$ cat config.mk
export PLATFORM = sky130hd
export DESIGN_NAME = ps2_transmitter
export DESIGN_NICKNAME = d
export VERILOG_FILES = /design/src/rtl/ps2_pkg.sv /design/src/rtl/ps2_line_filter.sv /design/src/rtl/ps2_transmitter.sv
export SDC_FILE = /design/constraint.sdc
export NUM_CORES = 1
export LEC_CHECK = 0
export ABC_AREA = 1
export CORE_ASPECT_RATIO = 1.4
export CORE_UTILIZATION = 30
export DETAILED_ROUTE_END_ITERATION = 10
export PLACE_DENSITY = 0.53
export SETUP_SLACK_MARGIN = 0.5
export SYNTH_ARGS = -nofsm -noshare
export SYNTH_HDL_FRONTEND = slang
export SYNTH_SLANG_ARGS = --single-unit
$ cat constraint.sdc
create_clock -name clock -period 6.9 [get_ports clock]
set_clock_uncertainty 0.1 [all_clocks]
set_input_delay 1.38 -clock clock [delete_from_list [all_inputs] [get_ports clock]]
set_output_delay 1.38 -clock clock [all_outputs]
set_load 0.005 [all_outputs]
$ cat src/rtl/ps2_pkg.sv
// Shared PS/2 host-transmit definitions: state encoding, default timing
// constants and the frame parity helper.
package ps2_pkg;

   typedef enum logic [1:0] {
      IDLE      = 2'd0,
      INHIBIT   = 2'd1,
      SEND      = 2'd2,
      WAIT_IDLE = 2'd3
   } ps2_state_t;

   // Defaults assume a 100 MHz clock.
   localparam int unsigned PS2_INHIBIT_CYCLES = 10000;
   localparam int unsigned PS2_TIMEOUT_CYCLES = 1500000;
   localparam int unsigned PS2_FILTER_LEN     = 8;

   // Edge numbers within one host-to-device frame.
   localparam logic [3:0] PS2_LAST_DATA_EDGE = 4'd8;
   localparam logic [3:0] PS2_PARITY_EDGE    = 4'd9;
   localparam logic [3:0] PS2_STOP_EDGE      = 4'd10;

   function automatic logic odd_parity(input logic [7:0] d);
      return ~^d;
   endfunction

endpackage

$ cat src/rtl/ps2_line_filter.sv
// Two-flop synchroniser followed by a stability filter: the output follows
// the line only after FILTER_LEN consecutive equal samples.
module ps2_line_filter
   import ps2_pkg::*;
#(
   parameter int unsigned FILTER_LEN = PS2_FILTER_LEN
)(
   input  logic clock,
   input  logic reset,
   input  logic line,
   output logic filtered
);

   localparam int unsigned CW = (FILTER_LEN > 1) ? $clog2(FILTER_LEN) : 1;

   logic          sync1;
   logic          sync2;
   logic [CW-1:0] run_cnt;

   always_ff @(posedge clock or posedge reset) begin
      if (reset) begin
         sync1    <= 1'b1;
         sync2    <= 1'b1;
         run_cnt  <= '0;
         filtered <= 1'b1;
      end else begin
         sync1 <= line;
         sync2 <= sync1;
         if (sync2 == filtered) begin
            run_cnt <= '0;
         end else if (run_cnt == CW'(FILTER_LEN - 1)) begin
            filtered <= sync2;
            run_cnt  <= '0;
         end else begin
            run_cnt <= run_cnt + 1'b1;
         end
      end
   end

endmodule

$ cat src/rtl/ps2_transmitter.sv
// PS/2 host-to-device command transmitter: inhibits the bus, sends one byte
// with odd parity clocked by the device, checks the ack and guards with a watchdog.
//
// state     | meaning
// ----------+-----------------------------------------------------------
// IDLE      | bus released, tx_ready high, waiting for tx_valid
// INHIBIT   | clock held low; data pulled low in the last cycle (request)
// SEND      | device clocks out start/data/parity/stop, ack on edge 11
// WAIT_IDLE | lines released, waiting for clock and data both high
module ps2_transmitter
   import ps2_pkg::*;
#(
   parameter int unsigned INHIBIT_CYCLES = PS2_INHIBIT_CYCLES,
   parameter int unsigned TIMEOUT_CYCLES = PS2_TIMEOUT_CYCLES,
   parameter int unsigned FILTER_LEN     = PS2_FILTER_LEN
)(
   input  logic       clock,
   input  logic       reset,
   input  logic       kclock,
   input  logic       kdata,
   output logic       kclock_oe,
   output logic       kdata_oe,
   input  logic [7:0] tx_data,
   input  logic       tx_valid,
   output logic       tx_ready,
   output logic       tx_done,
   output logic       tx_error
);

   localparam int unsigned ICW = (INHIBIT_CYCLES > 1) ? $clog2(INHIBIT_CYCLES) : 1;
   localparam int unsigned WCW = (TIMEOUT_CYCLES > 1) ? $clog2(TIMEOUT_CYCLES) : 1;
   localparam logic [ICW-1:0] INHIBIT_LOAD = ICW'(INHIBIT_CYCLES - 1);
   localparam logic [WCW-1:0] WDOG_LOAD    = WCW'(TIMEOUT_CYCLES - 1);

   ps2_state_t     state;
   logic [7:0]     shift;
   logic           parity;
   logic [3:0]     edge_cnt;
   logic [ICW-1:0] inh_cnt;
   logic [WCW-1:0] wdog_cnt;
   logic           acked;

   logic kclock_f;
   logic kdata_f;
   logic kclock_prev;
   logic kclock_fell;

   ps2_line_filter #(.FILTER_LEN(FILTER_LEN)) u_kclock_filter (
      .clock    (clock),
      .reset    (reset),
      .line     (kclock),
      .filtered (kclock_f)
   );

   ps2_line_filter #(.FILTER_LEN(FILTER_LEN)) u_kdata_filter (
      .clock    (clock),
      .reset    (reset),
      .line     (kdata),
      .filtered (kdata_f)
   );

   always_ff @(posedge clock or posedge reset) begin
      if (reset) kclock_prev <= 1'b1;
      else       kclock_prev <= kclock_f;
   end

   assign kclock_fell = kclock_prev & ~kclock_f;

   always_ff @(posedge clock or posedge reset) begin
      if (reset) begin
         state     <= IDLE;
         kclock_oe <= 1'b0;
         kdata_oe  <= 1'b0;
         tx_ready  <= 1'b1;
         tx_done   <= 1'b0;
         tx_error  <= 1'b0;
         shift     <= '0;
         parity    <= 1'b0;
         edge_cnt  <= '0;
         inh_cnt   <= '0;
         wdog_cnt  <= '0;
         acked     <= 1'b0;
      end else begin
         tx_done  <= 1'b0;
         tx_error <= 1'b0;
         unique case (state)
            IDLE: begin
               if (tx_valid && tx_ready) begin
                  shift     <= tx_data;
                  parity    <= odd_parity(tx_data);
                  inh_cnt   <= INHIBIT_LOAD;
                  kclock_oe <= 1'b1;
                  // A one-cycle inhibit is also its own final cycle.
                  kdata_oe  <= (INHIBIT_CYCLES == 1);
                  tx_ready  <= 1'b0;
                  acked     <= 1'b0;
                  state     <= INHIBIT;
               end
            end

            INHIBIT: begin
               if (inh_cnt == '0) begin
                  kclock_oe <= 1'b0;
                  kdata_oe  <= 1'b1;
                  edge_cnt  <= '0;
                  wdog_cnt  <= WDOG_LOAD;
                  state     <= SEND;
               end else begin
                  inh_cnt <= inh_cnt - 1'b1;
                  if (inh_cnt == ICW'(1)) kdata_oe <= 1'b1;
               end
            end

            SEND: begin
               if (kclock_fell) begin
                  wdog_cnt <= WDOG_LOAD;
                  edge_cnt <= edge_cnt + 1'b1;
                  if (edge_cnt < PS2_LAST_DATA_EDGE) begin
                     kdata_oe <= ~shift[edge_cnt[2:0]];
                  end else if (edge_cnt == PS2_LAST_DATA_EDGE) begin
                     kdata_oe <= ~parity;
                  end else if (edge_cnt == PS2_PARITY_EDGE) begin
                     kdata_oe <= 1'b0;
                  end else begin
                     // Eleventh falling edge: device drives data low to ack.
                     kdata_oe <= 1'b0;
                     acked    <= ~kdata_f;
                     tx_error <= kdata_f;
                     state    <= WAIT_IDLE;
                  end
               end else if (wdog_cnt == '0) begin
                  kclock_oe <= 1'b0;
                  kdata_oe  <= 1'b0;
                  tx_error  <= 1'b1;
                  tx_ready  <= 1'b1;
                  state     <= IDLE;
               end else begin
                  wdog_cnt <= wdog_cnt - 1'b1;
               end
            end

            WAIT_IDLE: begin
               kclock_oe <= 1'b0;
               kdata_oe  <= 1'b0;
               if (kclock_f && kdata_f) begin
                  tx_done  <= acked;
                  tx_ready <= 1'b1;
                  state    <= IDLE;
               end
            end

            default: state <= IDLE;
         endcase
      end
   end

endmodule

* Yosys cells after proc, flatten, opt, wreduce, memory -nomap -nowiden *
Index checks and enable logic that the tools add are counted.
W data, S select, Z words.

cells by class
  bitwise logic cells = 7
  equality and inequality tests = 26
  add/sub/neg operators = 5
  multiplexer cells = 54
  magnitude comparators = 2
  reductions and logical operators = 21

operators by type and width
  kind                     number
  $mux W21                 3
  $pmux W21 S2             1
  $mux W14                 2
  $pmux W14 S2             1
  $mux W1                  26
  $logic_not A21 Y1        1
  $sub A21 B1 Y21 const B  1
  $ne A2 B2 Y1 const B     10
  $ne A3 B3 Y1 const B     6
  $mux W2                  8
  $eq A14 B1 Y1 const B    1
  $logic_not A14 Y1        1
  $sub A14 B1 Y14 const B  1
  $mux W3                  4
  $reduce_and A3 Y1        4
  $eq A4 B4 Y1 const B     2
  $mux W4                  2
  $pmux W1 S4              2
  $pmux W2 S4              1
  $pmux W4 S2              1
  $reduce_xnor A8 Y1       1
  $reduce_and A7 Y1        1
  $add A3 B1 Y3 const B    2
  $eq A3 B3 Y1 const B     2
  other kinds (19)         31

word-level totals
  word-level logic and storage cells = 136
  flip-flop bits (word level) = 69

* Logic depth before layout (Yosys ltp) *
Gate-level depths: netlist (run 1).

  word-level depth = 6
  gate-level depth with buffers = 12
  depth with buffers taken out = 12

* Hierarchy *
Synthesis (run 1) repeated with hierarchy kept, for this count alone.

second synthesis, totals
  cell total of the unflattened synthesis = 571
  area total of the unflattened synthesis = 4,195.3 sq um

by module, submodules not included
  module           area each (sq um)  times used  sequential area each (sq um)  cells each
  ps2_transmitter  3,724.8            1           1,428.9                       527
  ps2_line_filter  235.2              2           153.9                         22

* Worst setup path after synthesis (run 1) *
Ideal clock, no wire load.

  path type = input-to-reg
  start = input tx_valid
  end = register inh_cnt[3]
  slack = 4.604 ns
  required time = 6.671 ns
  arrival = 2.067 ns
  stages on the path = 7
  path through = a21oi_1 inv_1 nand2_4 inv_2 buf_6 nand2_1 nand3_1

on the way
  word-level cells in the longest chain between the ends = 3

RTL lines
  element                      line                    source
  start: declaration           ps2_transmitter.sv:24   input logic tx_valid,
  $logic_and A1 B1 Y1          ps2_transmitter.sv:88   if (tx_valid && tx_ready) begin
  $ne A2 B2 Y1 (no line)       -
  $reduce_and A3 Y1 (no line)  -
  end signal: assignment       ps2_transmitter.sv:109  inh_cnt <= inh_cnt - 1'b1;
  end: declaration             ps2_transmitter.sv:39   logic [ICW-1:0] inh_cnt;

No other way between the ends.
A chain may end at the register's enable or synchronous reset.

* Worst setup path after layout (run 1) *
  start = register state[0]
  end = register wdog_cnt[12]

on the way
  word-level cells in the longest chain between the ends = 3
  elaborated cells between the ends (all ways) = 7
  classes of those cells = 4 x eq/ne; 1 x mux; 2 x reduce/logical

RTL lines
  element                                              line                    source
  start: declaration                                   ps2_transmitter.sv:35   ps2_state_t state;
  start signal: assignment                             ps2_transmitter.sv:71   state <= IDLE;
  start signal: assignment                             ps2_transmitter.sv:97   state <= INHIBIT;
  start signal: assignment                             ps2_transmitter.sv:107  state <= SEND;
  $eq A2 B2 Y1 / $eq A2 B1 Y1 (equally long branches)  ps2_transmitter.sv:86   unique case (state)
  $ne A3 B3 Y1 (no line) (tied with other cells)       -
  $reduce_and A3 Y1 (no line)                          -
  end signal: assignment                               ps2_transmitter.sv:138  wdog_cnt <= wdog_cnt - 1'b1;
  end: declaration                                     ps2_transmitter.sv:40   logic [WCW-1:0] wdog_cnt;

Parallel ways exist; a longest one is shown, timed or not.

==> flow_summary.toml, run 1 <==
[layout]
area.growth.synth_to_final_pct = 14.7
n_fill_cell = 1383
layoutNonFillerInstCount = 756
num_antenna_cells = 0
nNetsFinal = 598
layout-drive-gt1-share_pct = 10.1
layout_common_cells = "sky130_fd_sc_hd__nand2_1 (152), sky130_fd_sc_hd__nor2_1 (65), sky130_fd_sc_hd__dfrtp_1 (61)"
layout.cells.most_common = "sky130_fd_sc_hd__nand2_1"

[drt]
routed_wl_um = 9450
avgViaCountPerCell = 4.64
route.detailed.wl_per_inst_um = 12.5
number_of_nets_with_antenna_violations_after_routing = 0
drc_errors = 0
detailroute.via_count = 3510
initialDrtViolationCount = 163
drt_pass1_iterations = 4

[hold_path]
worst_hold_path_type = "flop to flop"

[flow_run]
cap_violations = 0

[die]
core_area_um2 = 13500
die_w_um = 102
floorplan.die.height_um = 142
io_pins = 18
dieArea_um2 = 14400
starting_density_of_the_core_pct = 31.1
rows = 50

[logic_synthesis]
synth_cells = 551
register_bit_count_reported_by_yosys = 69
synth_edf_count = 0
postSynth.asyncResetShare_pct = 100
syn-num-nets = 580
sequential_cell_area_fraction_in_the_yosys_report_pct = 41.6
syn-cell-area_um2 = 4180
syn_avg_cell_area_um2 = 7.58
synthFlopType = "sky130_fd_sc_hd__dfrtp_1"
yosys.cell_types.count = 35
yosysWarnings = 0

[clocking]
cts-root-to-sink-buffers = 2
cts.sink_count = 69
cts_inserted_buffers = 9
path_clk_slew_ns = 0.06
clock_tree.htree_level_count = 3
clk_latency_ns = 0.34
ctsRootBufferMaster = "sky130_fd_sc_hd__clkbuf_16"
postCtsResizedCells = 0
cts_hold_repair.buffers = 0
tritoncts = "done"
post-cts-setup-buffers = 0

[global_route]
antenna_found_initial = 0
maximum_number_of_pins_on_one_net_before_global_route_repair = 70
grt.overflow.total = 0
global_route.usage.total_pct = 14.7
wire_length_of_the_first_global_routing_pass_um = 16400
number_of_global_route_vias_before_repair = 3533

[sta]
timing.max_slew.rel_slack_pct = 41.1
finalMaxSlewViolations = 0
achievable-frequency_ghz = 0.332
rsz0062_at_grt = "no"
period_needed_ns = 3.01
min_period_over_period_pct = 43.7
timing_hold_violations_final = 0
worstMarginPinSlew_ns = 0.884
setup-tns-final_ns = 0
finalSetupViolCount = 0

[critical_path]
rr_endpoint = "wdog_cnt[12]"
crit-reg2reg-launch = "state[0]"
critPathArrivalTime_ns = 3.13
depth_of_the_most_critical_reg_to_reg_path = 11
setup.worst_path.class = "flop to flop"
endpoint_kind_of_the_worst_setup_timing_path = "flop"
cp-start-kind = "flop"
worst-r2r-setup-slack_ns = 3.89
critPathRequiredTime_ns = 7.02
setup.worst_path.start = "state[0]"
crit_path_max_fanout = 28
crit_path_end = "wdog_cnt[12]"

[placed_design]
gp_congestion = 0.824
dpl.cell_count = 740
dp_hpwl_um = 6870
io_buffers = 17

[power]
power_per_cell_area_nw_per_um2 = 201
cellLeakagePower_nw = 2.32
vdd.ir_drop.worst_mv = 0.102

[run_status]
outcome = "completed"
-- metrics by stage --
| stage | utilization (%) | instance area, µm² | setup slack, ns | hold slack (ns) | total power, mW |
|---|---|---|---|---|---|
| after global placement | 33.6 | 4510 | 3.93 | 0.248 | 0.536 |
| after global routing | 35.6 | 4790 | 3.57 | 0.259 | 1.01 |
| after detailed placement | 33.6 | 4510 | 3.88 | 0.248 | 0.539 |
| after floorplan | - | 4180 | 3.69 | 0.245 | 0.509 |
| final | 35.6 | 4790 | 3.89 | 0.257 | 0.964 |
| after CTS | 35.6 | 4790 | 3.85 | 0.255 | 0.980 |
-- layer usage --
metal	track usage, %	wire [µm]	vias up
met4	6.79	233	0
li1	-	-	1805
met2	26.6	4990	46
met1	16.2	4010	1643
met5	0	0	-
met3	3.00	213	16
-- cells by family after synthesis --
family / share of synthesized area, %
AO/OA/AOI/OAI: 9.22
adder cells (fa/ha/maj): 4.79
flip-flops: 41.6
buffers and inverters: 7.31
AND/OR/NAND/NOR: 32.5
XOR/XNOR: 4.61
-- power breakdown --
| part | internal (mW) | switching, mW |
|---|---|---|
| registers | 0.433 | 0.0133 |
| clock network | 0.247 | 0.190 |
| logic | 0.0298 | 0.0513 |
| total | 0.710 | 0.255 |
-- worst max-delay path, stage by stage, from the launching register on --
cell	delay (ns)
sky130_fd_sc_hd__dfrtp_1	0.41
sky130_fd_sc_hd__inv_1	0.12
sky130_fd_sc_hd__ha_1	0.71
sky130_fd_sc_hd__inv_1	0.47
sky130_fd_sc_hd__nor2_2	0.31
sky130_fd_sc_hd__inv_2	0.09
sky130_fd_sc_hd__o21ai_2	0.09
sky130_fd_sc_hd__nand2_4	0.13
sky130_fd_sc_hd__nand2_8	0.19
sky130_fd_sc_hd__inv_4	0.11
sky130_fd_sc_hd__nand2_1	0.09
sky130_fd_sc_hd__o21ai_2	0.05
-- layout make-up --
cell class	instances	area (µm²)	area share [%]
Clock inverter	7	55.1	1.15
Clock buffer	9	225	4.70
Tap cell	182	228	4.75
Timing Repair Buffer	18	178	3.71
Inverter	62	235	4.91
Multi-Input combinational cell	409	2140	44.6
Sequential cell	69	1740	36.2
-- sequential cells by signal, indices dropped and copies added (netlist names) --
signal                    flops
state                         2
u_kclock_filter.filtered      1
tx_ready                      1
u_kclock_filter.run_cnt       3
u_kclock_filter.sync1         1
u_kdata_filter.filtered       1
wdog_cnt                     21
tx_done                       1
shift                         8
u_kdata_filter.sync2          1
u_kclock_filter.sync2         1
kclock_prev                   1
inh_cnt                      14
acked                         1
parity                        1
kclock_oe                     1
u_kdata_filter.run_cnt        3
edge_cnt                      4
tx_error                      1
u_kdata_filter.sync1          1
kdata_oe                      1
-- how the worst min path moves through the flow --
stage	startpoint	end	slack, ns	cells after the start
6_report	u_kdata_filter.sync1	u_kdata_filter.sync2	0.26	0
5_1_grt	u_kdata_filter.sync1	u_kdata_filter.sync2	0.26	0
4_1_cts	u_kdata_filter.sync1	u_kdata_filter.sync2	0.26	0
3_5_place_dp	u_kdata_filter.sync1	u_kdata_filter.sync2	0.25	0
3_3_place_gp	u_kdata_filter.sync1	u_kdata_filter.sync2	0.25	0
2_1_floorplan	u_kclock_filter.sync1	u_kclock_filter.sync2	0.25	0
-- cell usage after synthesis (5+ instances only) --
cell	n	share of area (%)
sky130_fd_sc_hd__nor2_2	5	0.75
sky130_fd_sc_hd__nor2_1	65	5.8
sky130_fd_sc_hd__dfstp_2	8	5.0
sky130_fd_sc_hd__o21ai_1	23	2.8
sky130_fd_sc_hd__a21oi_1	5	0.60
sky130_fd_sc_hd__nand2_1	152	14
sky130_fd_sc_hd__nor3_1	6	0.72
sky130_fd_sc_hd__dfrtp_1	61	37
sky130_fd_sc_hd__inv_2	5	0.45
sky130_fd_sc_hd__o21ai_2	5	1.0
sky130_fd_sc_hd__nand4_1	15	2.2
sky130_fd_sc_hd__ha_1	16	4.8
sky130_fd_sc_hd__xnor2_1	9	1.9
sky130_fd_sc_hd__o21ai_0	31	3.7
sky130_fd_sc_hd__nand3_1	40	4.8
sky130_fd_sc_hd__xor2_1	13	2.7
sky130_fd_sc_hd__inv_1	56	5.0
(Power assumes the default switching activity.)
==> run 2: changes to the inputs <==
--- a/config.mk
+++ b/config.mk
@@ -9,7 +9,7 @@
 export CORE_ASPECT_RATIO = 1.4
 export CORE_UTILIZATION = 30
 export DETAILED_ROUTE_END_ITERATION = 10
-export PLACE_DENSITY = 0.53
+export PLACE_DENSITY = 0.55
 export SETUP_SLACK_MARGIN = 0.5
 export SYNTH_ARGS = -nofsm -noshare
 export SYNTH_HDL_FRONTEND = slang
==> constraint.sdc (replaced) <==
create_clock -name clock -period 2.6 [get_ports clock]
set_clock_uncertainty 0.1 [all_clocks]
set_input_delay 0.52 -clock clock [delete_from_list [all_inputs] [get_ports clock]]
set_output_delay 0.52 -clock clock [all_outputs]
set_load 0.005 [all_outputs]
==> run 2 against run 1 <==
Effect of this change:
- non-clock buffer count grew 5
- routed wire length increased by 2.1%
- utilization rose by 0.77 points
- critical path depth shrank 10
- clock power rose to 2.9 times the previous value
- worst hold slack improved by 0.0020 ns
- via count up 2.0%
- setup slack worse by 3.3 ns
- clock-buffer cell count increased by 1
- final cell count rose by 0.79%
- power increased to 2.8 times the previous value
- highest routed layer unchanged
==> flow_summary.toml, run 2 (synthesis gave the netlist of run 1 again) <==
[power]
power.share.switching_pct = 25.6
power_per_cell_area_nw_per_um2 = 546
vdd.ir_drop.worst_mv = 0.243
power.share.combinational_pct = 8.8
cellLeakagePower_nw = 2.36
total_switching_power_mw = 0.684
p_int_mw = 1.99
clock_power_share_pct = 46.8
share_seq_of_total_power_pct = 44.3

[critical_path]
timing.critical_path.slowest_stage_cell = "sky130_fd_sc_hd__dfstp_2"
worst_path_dominant_cell_family = "flip-flops"
worstPathCellList = "clkdlybuf4s50_1"
crit_path_max_fanout = 5
critical-path-max-stage-delay_ns = 0.57
critPathRequiredTime_ns = 1.98
cp-start-kind = "flop"
setup.worst_path.class = "flop to primary output"
endpoint_kind_of_the_worst_setup_timing_path = "primary output"
worst-path-buf-inv = 1
critPathArrivalTime_ns = 1.42

[sta]
finalSetupViolCount = 0
rsz0062_at_grt = "no"
setup-tns-final_ns = 0
finalMaxSlewViolations = 0
period_needed_ns = 2.04
achievable-frequency_ghz = 0.490
worstMarginPinSlew_ns = 0.457
timing.max_slew.rel_slack_pct = 69.4
min_period_over_period_pct = 78.4
timing_hold_violations_final = 0

[drt]
route.detailed.wl_per_inst_um = 12.7
routed_wl_um = 9650
drc_errors = 0
detailroute.via_count = 3580
initialDrtViolationCount = 198
drt_pass1_iterations = 6
avgViaCountPerCell = 4.70
number_of_nets_with_antenna_violations_after_routing = 0

[layout]
area.growth.synth_to_final_pct = 17.2
final-seq-area_um2 = 1740
layout-drive-gt1-share_pct = 11.6
num_antenna_cells = 0
nNetsFinal = 604
layout.cells.most_common = "sky130_fd_sc_hd__nand2_1"
combined_area_of_the_multi_input_logic_cells_um2 = 2160
reg.largest.list = "wdog_cnt x21, inh_cnt x14, shift x8"
n_fill_cell = 1393
largest_register = "wdog_cnt"
largest_register_ffs = 21
fin_area_um2 = 4900
layout_common_cells = "sky130_fd_sc_hd__nand2_1 (152), sky130_fd_sc_hd__nor2_1 (65), sky130_fd_sc_hd__dfrtp_1 (60)"

[die]
starting_density_of_the_core_pct = 31.1
core_area_um2 = 13500
rows = 50
die_w_um = 102
dieArea_um2 = 14400
floorplan.die.height_um = 142
io_pins = 18

[run_status]
outcome = "completed"

[placed_design]
post_dp_cell_area_um2 = 4560
gp_congestion = 0.870
dp_hpwl_um = 6780
io_buffers = 17

[clocking]
cts-root-to-sink-buffers = 2
ctsRootBufferMaster = "sky130_fd_sc_hd__clkbuf_16"
clk_latency_ns = 0.33
path_clk_slew_ns = 0.06
cts.sink_count = 69
cts_hold_repair.buffers = 0
cts_inserted_buffers = 9
clock_tree.htree_level_count = 3
tritoncts = "done"

[flow_run]
cap_violations = 0

[global_route]
antenna_found_initial = 0
grt.overflow.total = 0
global_route.usage.total_pct = 14.6
maximum_number_of_pins_on_one_net_before_global_route_repair = 70
number_of_global_route_vias_before_repair = 3624
wire_length_of_the_first_global_routing_pass_um = 16600

[hold_path]
worst_hold_path_type = "flop to flop"
run 2: cell type report:
cell class	count	share of cell area, %
Multi-Input combinational cell	410	44.0
Sequential cell	69	35.5
Inverter	62	4.96
Timing Repair Buffer	23	4.73
Clock buffer	10	4.68
Tap cell	182	4.65
Clock inverter	6	1.46
run 2: routing by layer:
layer / track usage, % / routed length (µm) / up-vias
li1: - / - / 1816
met1: 16.4 / 4200 / 1681
met2: 25.9 / 4910 / 58
met3: 2.66 / 220 / 25
met4: 7.40 / 321 / 0
met5: 0 / 0 / -
run 2: stage by stage:
step           hold slack (ns)  power [mW]  cells  utilization, %  setup slack (ns)
5_1_grt                  0.263        2.79    762            36.4             0.504
2_1_floorplan            0.245        1.35    551               -             0.831
6_report                 0.259        2.67    762            36.4             0.561
4_1_cts                  0.260        2.71    761            36.2             0.538
3_3_place_gp             0.246        1.44    744            33.9             0.490
3_5_place_dp             0.251        1.44    744            33.9             0.390
run 2: path summary, 6_finish.rpt:
| path | startpoint | end | slack (ns) | depth (start not counted) |
|---|---|---|---|---|
| setup / recovery | tx_ready | tx_ready | 0.56 | 1 |
| hold / removal | u_kclock_filter.sync1 | u_kclock_filter.sync2 | 0.26 | 0 |
| setup reg to reg | state[0] | wdog_cnt[11] | 0.66 | 11 |
| hold reg to reg | u_kclock_filter.sync1 | u_kclock_filter.sync2 | 0.26 | 0 |
| max in group asynchronous | reset | edge_cnt[0] | 1.54 | 3 |
| min in group asynchronous | reset | u_kclock_filter.run_cnt[2] | 0.52 | 3 |
run 2: repair_timing:
action	CTS	global route
setup endpoints to repair	20	22
resized for setup	1	5
buffers inserted	1	0
cloned	0	1
pin swaps	0	1
run 2: power by group through the flow:
stage               registers, mW  logic, mW  clock network (mW)
floorplan                    1.19      0.157                   0
CTS                          1.19      0.239                1.28
finish                       1.18      0.236                1.25
global placement             1.20      0.233                   0
global route                 1.19      0.267                1.33
detailed placement           1.21      0.238                   0
